### config.mk
export PLATFORM = sky130hd
export DESIGN_NAME = bus_xfer_unit
export DESIGN_NICKNAME = d
export VERILOG_FILES = /design/src/rtl/bus_xfer_unit.sv
export SDC_FILE = /design/constraint.sdc
export NUM_CORES = 2
export LEC_CHECK = 0
export BUFFER_PORTS_ARGS = -buffer_cell sky130_fd_sc_hd__buf_2
export CAP_MARGIN = 20
export CORE_MARGIN = 4
export CORE_UTILIZATION = 65
export CTS_CLUSTER_SIZE = 16
export DETAILED_ROUTE_END_ITERATION = 8
export PLACE_DENSITY = 0.79
export SLEW_MARGIN = 10
export SYNTH_ARGS = -nofsm -noshare
export SYNTH_HDL_FRONTEND = slang
export SYNTH_SLANG_ARGS = --single-unit
### constraint.sdc
create_clock -name clock -period 42.2 [get_ports clock]
set_input_delay 2.11 -clock clock [delete_from_list [all_inputs] [get_ports clock]]
set_output_delay 2.11 -clock clock [all_outputs]
set_load 0.01 [all_outputs]
### src/rtl/bus_xfer_unit.sv
// bus_xfer_unit
//   Single-bus register-transfer datapath with its own three-phase sequencer.
//   It accepts one command at a time over a valid/ready port. Each command
//   runs through three phases:
//     TA - the operand A source drives the bus, and Y captures it.
//     TB - reg[src_b] drives the bus, and Z captures f(Y, bus).
//     TW - Z_LO drives the bus, and the destination register captures it.
//
// Ports
//   clock, clear           rising-edge clock, asynchronous active-high reset
//   cmd_valid / cmd_ready  command handshake (ready only while idle)
//   cmd_op                 0 MOV, 1 LDI, 2 ADD, 3 SUB, 4 AND, 5 OR, 6 MUL, 7 MFHI
//   cmd_src_a/_b, cmd_dst  register indices; cmd_imm is the LDI immediate
//   done                   one-cycle pulse during the write phase
//   zero                   registered "written value was zero" flag
//   bus_out                current bus contents
//   dbg_sel / dbg_data     combinational register read-back
//   hi_data                HI register (upper half of the last MUL)
module bus_xfer_unit #(
  parameter int WIDTH   = 32,
  parameter int NREGS   = 16,
  parameter bit R0_ZERO = 1'b0,
  localparam int AW     = $clog2(NREGS)
) (
  input  logic             clock,
  input  logic             clear,
  input  logic             cmd_valid,
  output logic             cmd_ready,
  input  logic [2:0]       cmd_op,
  input  logic [AW-1:0]    cmd_src_a,
  input  logic [AW-1:0]    cmd_src_b,
  input  logic [AW-1:0]    cmd_dst,
  input  logic [WIDTH-1:0] cmd_imm,
  output logic             done,
  output logic             zero,
  output logic [WIDTH-1:0] bus_out,
  input  logic [AW-1:0]    dbg_sel,
  output logic [WIDTH-1:0] dbg_data,
  output logic [WIDTH-1:0] hi_data
);

  localparam logic [2:0] OP_LDI  = 3'd1;
  localparam logic [2:0] OP_ADD  = 3'd2;
  localparam logic [2:0] OP_SUB  = 3'd3;
  localparam logic [2:0] OP_AND  = 3'd4;
  localparam logic [2:0] OP_OR   = 3'd5;
  localparam logic [2:0] OP_MUL  = 3'd6;
  localparam logic [2:0] OP_MFHI = 3'd7;

  typedef enum logic [1:0] {S_IDLE, S_TA, S_TB, S_TW} state_t;

  state_t             r_state;
  state_t             w_state_next;
  logic               w_accept;

  logic [2:0]         r_op;
  logic [AW-1:0]      r_src_a;
  logic [AW-1:0]      r_src_b;
  logic [AW-1:0]      r_dst;
  logic [WIDTH-1:0]   r_imm;

  logic [WIDTH-1:0]   r_regs [NREGS];
  logic [WIDTH-1:0]   w_view [NREGS];
  logic [WIDTH-1:0]   r_hi;
  logic [WIDTH-1:0]   r_y;
  logic [2*WIDTH-1:0] r_z;
  logic [2*WIDTH-1:0] w_z_next;
  logic               r_zero;
  logic [WIDTH-1:0]   w_bus;
  logic               w_wr_en;

  // This is the register file as seen by every reader. When R0_ZERO is set,
  // R0 is tied to zero here. Its storage is never written in that case either.
  for (genvar gi = 0; gi < NREGS; gi++) begin : g_view
    if (gi == 0 && R0_ZERO) begin : g_r0_zero
      assign w_view[gi] = '0;
    end else begin : g_reg
      assign w_view[gi] = r_regs[gi];
    end
  end

  // Sequencer state register
  always_ff @(posedge clock or posedge clear) begin
    if (clear) r_state <= S_IDLE;
    else       r_state <= w_state_next;
  end

  // Sequencer next state. cmd_valid is looked at only while idle.
  always_comb begin
    w_state_next = r_state;
    w_accept     = 1'b0;
    case (r_state)
      S_IDLE: if (cmd_valid) begin
        w_state_next = S_TA;
        w_accept     = 1'b1;
      end
      S_TA:    w_state_next = S_TB;
      S_TB:    w_state_next = S_TW;
      S_TW:    w_state_next = S_IDLE;
      default: w_state_next = S_IDLE;
    endcase
  end

  // Bus source selection. It depends only on the state and the registers.
  always_comb begin
    w_bus = '0;
    case (r_state)
      S_TA: begin
        case (r_op)
          OP_LDI:  w_bus = r_imm;
          OP_MFHI: w_bus = r_hi;
          default: w_bus = w_view[r_src_a];
        endcase
      end
      S_TB:    w_bus = w_view[r_src_b];
      S_TW:    w_bus = r_z[WIDTH-1:0];
      default: w_bus = '0;
    endcase
  end

  // ALU feeding Z during TB.
  // Moves (MOV/LDI/MFHI) pass Y through with Z_HI cleared.
  always_comb begin
    w_z_next = {{WIDTH{1'b0}}, r_y};
    case (r_op)
      OP_ADD:  w_z_next = {{WIDTH{1'b0}}, r_y + w_bus};
      OP_SUB:  w_z_next = {{WIDTH{1'b0}}, r_y - w_bus};
      OP_AND:  w_z_next = {{WIDTH{1'b0}}, r_y & w_bus};
      OP_OR:   w_z_next = {{WIDTH{1'b0}}, r_y | w_bus};
      OP_MUL:  w_z_next = {{WIDTH{1'b0}}, r_y} * {{WIDTH{1'b0}}, w_bus};
      default: w_z_next = {{WIDTH{1'b0}}, r_y};
    endcase
  end

  assign w_wr_en = !(R0_ZERO && (r_dst == '0));

  always_ff @(posedge clock or posedge clear) begin
    if (clear) begin
      r_op    <= '0;
      r_src_a <= '0;
      r_src_b <= '0;
      r_dst   <= '0;
      r_imm   <= '0;
      r_hi    <= '0;
      r_y     <= '0;
      r_z     <= '0;
      r_zero  <= 1'b0;
      for (int i = 0; i < NREGS; i++) r_regs[i] <= '0;
    end else begin
      if (w_accept) begin
        r_op    <= cmd_op;
        r_src_a <= cmd_src_a;
        r_src_b <= cmd_src_b;
        r_dst   <= cmd_dst;
        r_imm   <= cmd_imm;
      end
      if (r_state == S_TA) r_y <= w_bus;
      if (r_state == S_TB) r_z <= w_z_next;
      if (r_state == S_TW) begin
        // Both sources were read in TA/TB, so a dst that aliases a source
        // has already contributed its old value.
        if (w_wr_en) r_regs[r_dst] <= w_bus;
        // HI still updates when the R0 write is suppressed.
        if (r_op == OP_MUL) r_hi <= r_z[2*WIDTH-1:WIDTH];
        r_zero <= (r_z[WIDTH-1:0] == '0);
      end
    end
  end

  assign cmd_ready = (r_state == S_IDLE);
  assign done      = (r_state == S_TW);
  assign zero      = r_zero;
  assign bus_out   = w_bus;
  assign dbg_data  = w_view[dbg_sel];
  assign hi_data   = r_hi;

endmodule

==> impl_metrics.toml <==
[outcome]
outcome = "finished clean"

[detailed_routing]
drc_errors = 0
via_per_inst = 6.92
wl_per_cell_um = 28.9
antenna_left = 0
drt-total-wl_um = 251000
vias = 60100
drt_pass1_iterations = 6
dr.first_iter.drc_count = 7062

[timing]
min_period_over_period_pct = 30.8
worstMarginPinSlew_ps = 1270
fin_skew_ps = 28.1
grt_setup_unrepaired = "no"
finalSetupViolCount = 0
fin_crit_ps = 12980
max_freq_mhz = 77.0
maxSlewHeadroom_pct = 14.6
hold_slack_ps = 484
hold_viol_final = 0
drv_slew = 0
tns_ps = 0
setup_ws_ps = 29220

[placement]
dpl.cell_count = 8541
post-place-ws_ps = 29450
io_buffers = 152
place.gp.congestion = 1.01
hpwl_um = 173000

[critical_path]
crit_top_cell = "fa_1"
critPathSlowestCell = "nor3_2"
path_class = "flop to flop"
slowest_delay_ps = 880
cp-start-kind = "flop"
crit_arrival_ps = 13510
worstPathRequired_ps = 42730
end_kind = "flop"
ff2ff_setup_slack_ps = 29220
path_max_fanout = 42

[yosys]
synth_edf_count = 0
synth_seq_area_share_pct = 22.9
ys_ff_latch = 690
netlist_area_mm2 = 0.0756
synth_nets = 8570
ys.flop_type = "dfrtp_1"
ys_warn_count = 0
synth.avg_cell_area_um2 = 10.3
synthCells = 7318
synth_cell_types = 92
synthArstFlopShare_pct = 100

[clocking]
cts_sinks = 690
cts_setup_buffers = 0
clockBufferDepth = 3
clock_latency_ps = 650
ctsHoldBuffers = 0
cts_root_buffer = "clkbuf_16"
htreeDepth = 3
cts_resized = 0
cts-buffers-inserted = 71
cts_tree = "done"
clk_pin_slew_ps = 70

[finish]
final_nets = 8358
fillers = 8314
stdcell_count = 8681
post-route-util_pct = 69.6
area.growth.synth_to_final_pct = 5.80
layout-drive-gt1-share_pct = 17.5
multiInputGateArea_mm2 = 0.0524
regArea_mm2 = 0.0173

[power_and_ir_drop]
ir_drop_uv = 53.4
power.density_mw_per_mm2 = 67.7
p_leak_nw = 38.2

[grt]
grt_pass1_wl_um = 383000
grt_max_degree = 161
antenna_found_initial = 17
track_usage_pct = 41.7
grt_pass1_vias = 62600
grt_overflow_total = 0

[floorplan]
core_mm2 = 0.115
start_util_pct = 65.8
die_area_mm2 = 0.122
io_pins = 153
die_h_um = 349
rows = 124
fp.dieW_um = 349

[worst_hold_path]
min_path_type = "flop to flop"

[flow_run]
drv_cap = 0
[area by class of cell]
| class | instances | area share (%) |
|---|---|---|
| Antenna cell | 9 | 0.0282 |
| Clock inverter | 23 | 0.344 |
| Tap cell | 1512 | 2.37 |
| Multi-Input combinational cell | 5003 | 65.5 |
| Timing Repair Buffer | 321 | 2.68 |
| Inverter | 1019 | 4.79 |
| Sequential cell | 690 | 21.6 |
| Clock buffer | 104 | 2.63 |
[cells in the final DEF, fill, tap and decap left out, types with 16 or more instances in the layout]
cell / instances
a21o_1: 56
a22o_1: 28
clkbuf_16: 74
a211oi_1: 31
dfrtp_1: 680
mux4_2: 351
xnor2_1: 69
and3_1: 76
mux2i_1: 156
nand2_1: 882
o211ai_1: 22
o21ai_0: 242
nand2b_1: 19
o31ai_1: 178
buf_2: 150
and2_1: 450
mux2_2: 371
buf_4: 162
a21oi_1: 140
nand3_1: 24
nand4_1: 18
ha_1: 297
fa_1: 897
nor2b_1: 55
nor3_1: 43
a221oi_1: 40
xor2_1: 46
inv_1: 1011
nor2_1: 126
o22ai_1: 60
a22oi_1: 44
clkbuf_1: 16
o221ai_1: 18
[critical path, delay by kind of cell (launching register included)]
| family | cells | cell delay [ps] |
|---|---|---|
| muxes | 3 | 890 |
| DFF | 1 | 830 |
| AOI/OAI and AO/OA | 10 | 3370 |
| buffers and inverters | 8 | 2460 |
| and+or+nand+nor | 4 | 1440 |
| adders and majority gates | 9 | 3750 |
[cell usage after synthesis (all sizes together), types with 10 or more instances]
| cell | instances | share of area [%] |
|---|---|---|
| mux2 | 375 | 5.6 |
| a222oi | 11 | 0.15 |
| a22o | 28 | 0.32 |
| nor3b | 10 | 0.099 |
| mux2i | 156 | 2.1 |
| and2 | 450 | 3.7 |
| nor4 | 16 | 0.18 |
| a21o | 56 | 0.56 |
| a21oi | 143 | 0.95 |
| clkbuf | 480 | 2.4 |
| o21bai | 14 | 0.14 |
| o22ai | 73 | 0.63 |
| a211oi | 32 | 0.32 |
| nor2b | 57 | 0.47 |
| or3 | 10 | 0.083 |
| ha | 301 | 5.0 |
| a31oi | 16 | 0.13 |
| nand4 | 18 | 0.15 |
| buf | 126 | 0.91 |
| a22oi | 44 | 0.44 |
| o21ai | 246 | 1.6 |
| nand3 | 31 | 0.21 |
| nor2 | 138 | 0.69 |
| fa | 897 | 24 |
| a2111oi | 13 | 0.15 |
| o31ai | 179 | 1.8 |
| nand2 | 893 | 4.4 |
| dfrtp | 690 | 23 |
| xor2 | 46 | 0.53 |
| o211ai | 22 | 0.22 |
| a221oi | 43 | 0.53 |
| xnor2 | 70 | 0.82 |
| nor3 | 45 | 0.30 |
| mux4 | 351 | 10 |
| and3 | 76 | 0.63 |
| inv | 1014 | 5.0 |
| nand2b | 19 | 0.16 |
| o221ai | 18 | 0.21 |
[metrics by stage]
step                total power, mW  instance area [um^2]
floorplan                      3.43                 75600
global placement               4.52                 77400
detailed placement             4.61                 77400
CTS                            5.28                 79800
global route                   5.66                 79900
finish                         5.41                 79900
[routing by layer]
layer  part of all wire (%)  track usage, %
met1                     34            51.6
met2                     45            64.0
met3                     13            12.1
met4                    8.6            28.6
met5                  0.028               0
[where the power goes]
part,total (mW),switching (mW),internal [mW]
Clock,0.658,0.280,0.378
Sequential,1.19,0.310,0.876
Combinational,3.57,2.26,1.31
[cell families after synthesis]
logic type               count (synthesis)  share of synthesized area (%)
multiplexers                           882                           18.1
AO/OA/AOI/OAI                         1016                           9.10
flip-flops                             690                           22.9
AND/OR/NAND/NOR                       1784                           11.4
XOR/XNOR                               116                           1.35
adder cells (fa/ha/maj)               1205                           28.8
buffers and inverters                 1625                           8.35
[registers in the layout, summed over array words and instances, names as in the netlist]
| register | count |
|---|---|
| r_regs | 512 |
| r_z | 64 |
| hi_data | 32 |
| r_imm | 32 |
| r_y | 32 |
| r_dst | 4 |
| r_src_a | 4 |
| r_src_b | 4 |
| r_op | 3 |
| r_state | 2 |
| zero | 1 |
[path summary, 6_finish.rpt]
check | start | endpoint | depth (start not counted)
worst max-delay path | r_src_b[0]$_DFFE_PP0P_ | r_z[62]$_DFFE_PP0N_ | 34
worst max register to register | r_src_b[0]$_DFFE_PP0P_ | r_z[62]$_DFFE_PP0N_ | 34
max in group asynchronous | clear | r_regs[246]$_DFFE_PP0P_ | 4
worst min register to register | r_z[39]$_DFFE_PP0N_ | r_z[39]$_DFFE_PP0N_ | 1
min in group asynchronous | clear | r_regs[409]$_DFFE_PP0P_ | 2
worst min-delay path | r_z[39]$_DFFE_PP0N_ | r_z[39]$_DFFE_PP0N_ | 1
Note: power is estimated with default switching activity, not from simulation.
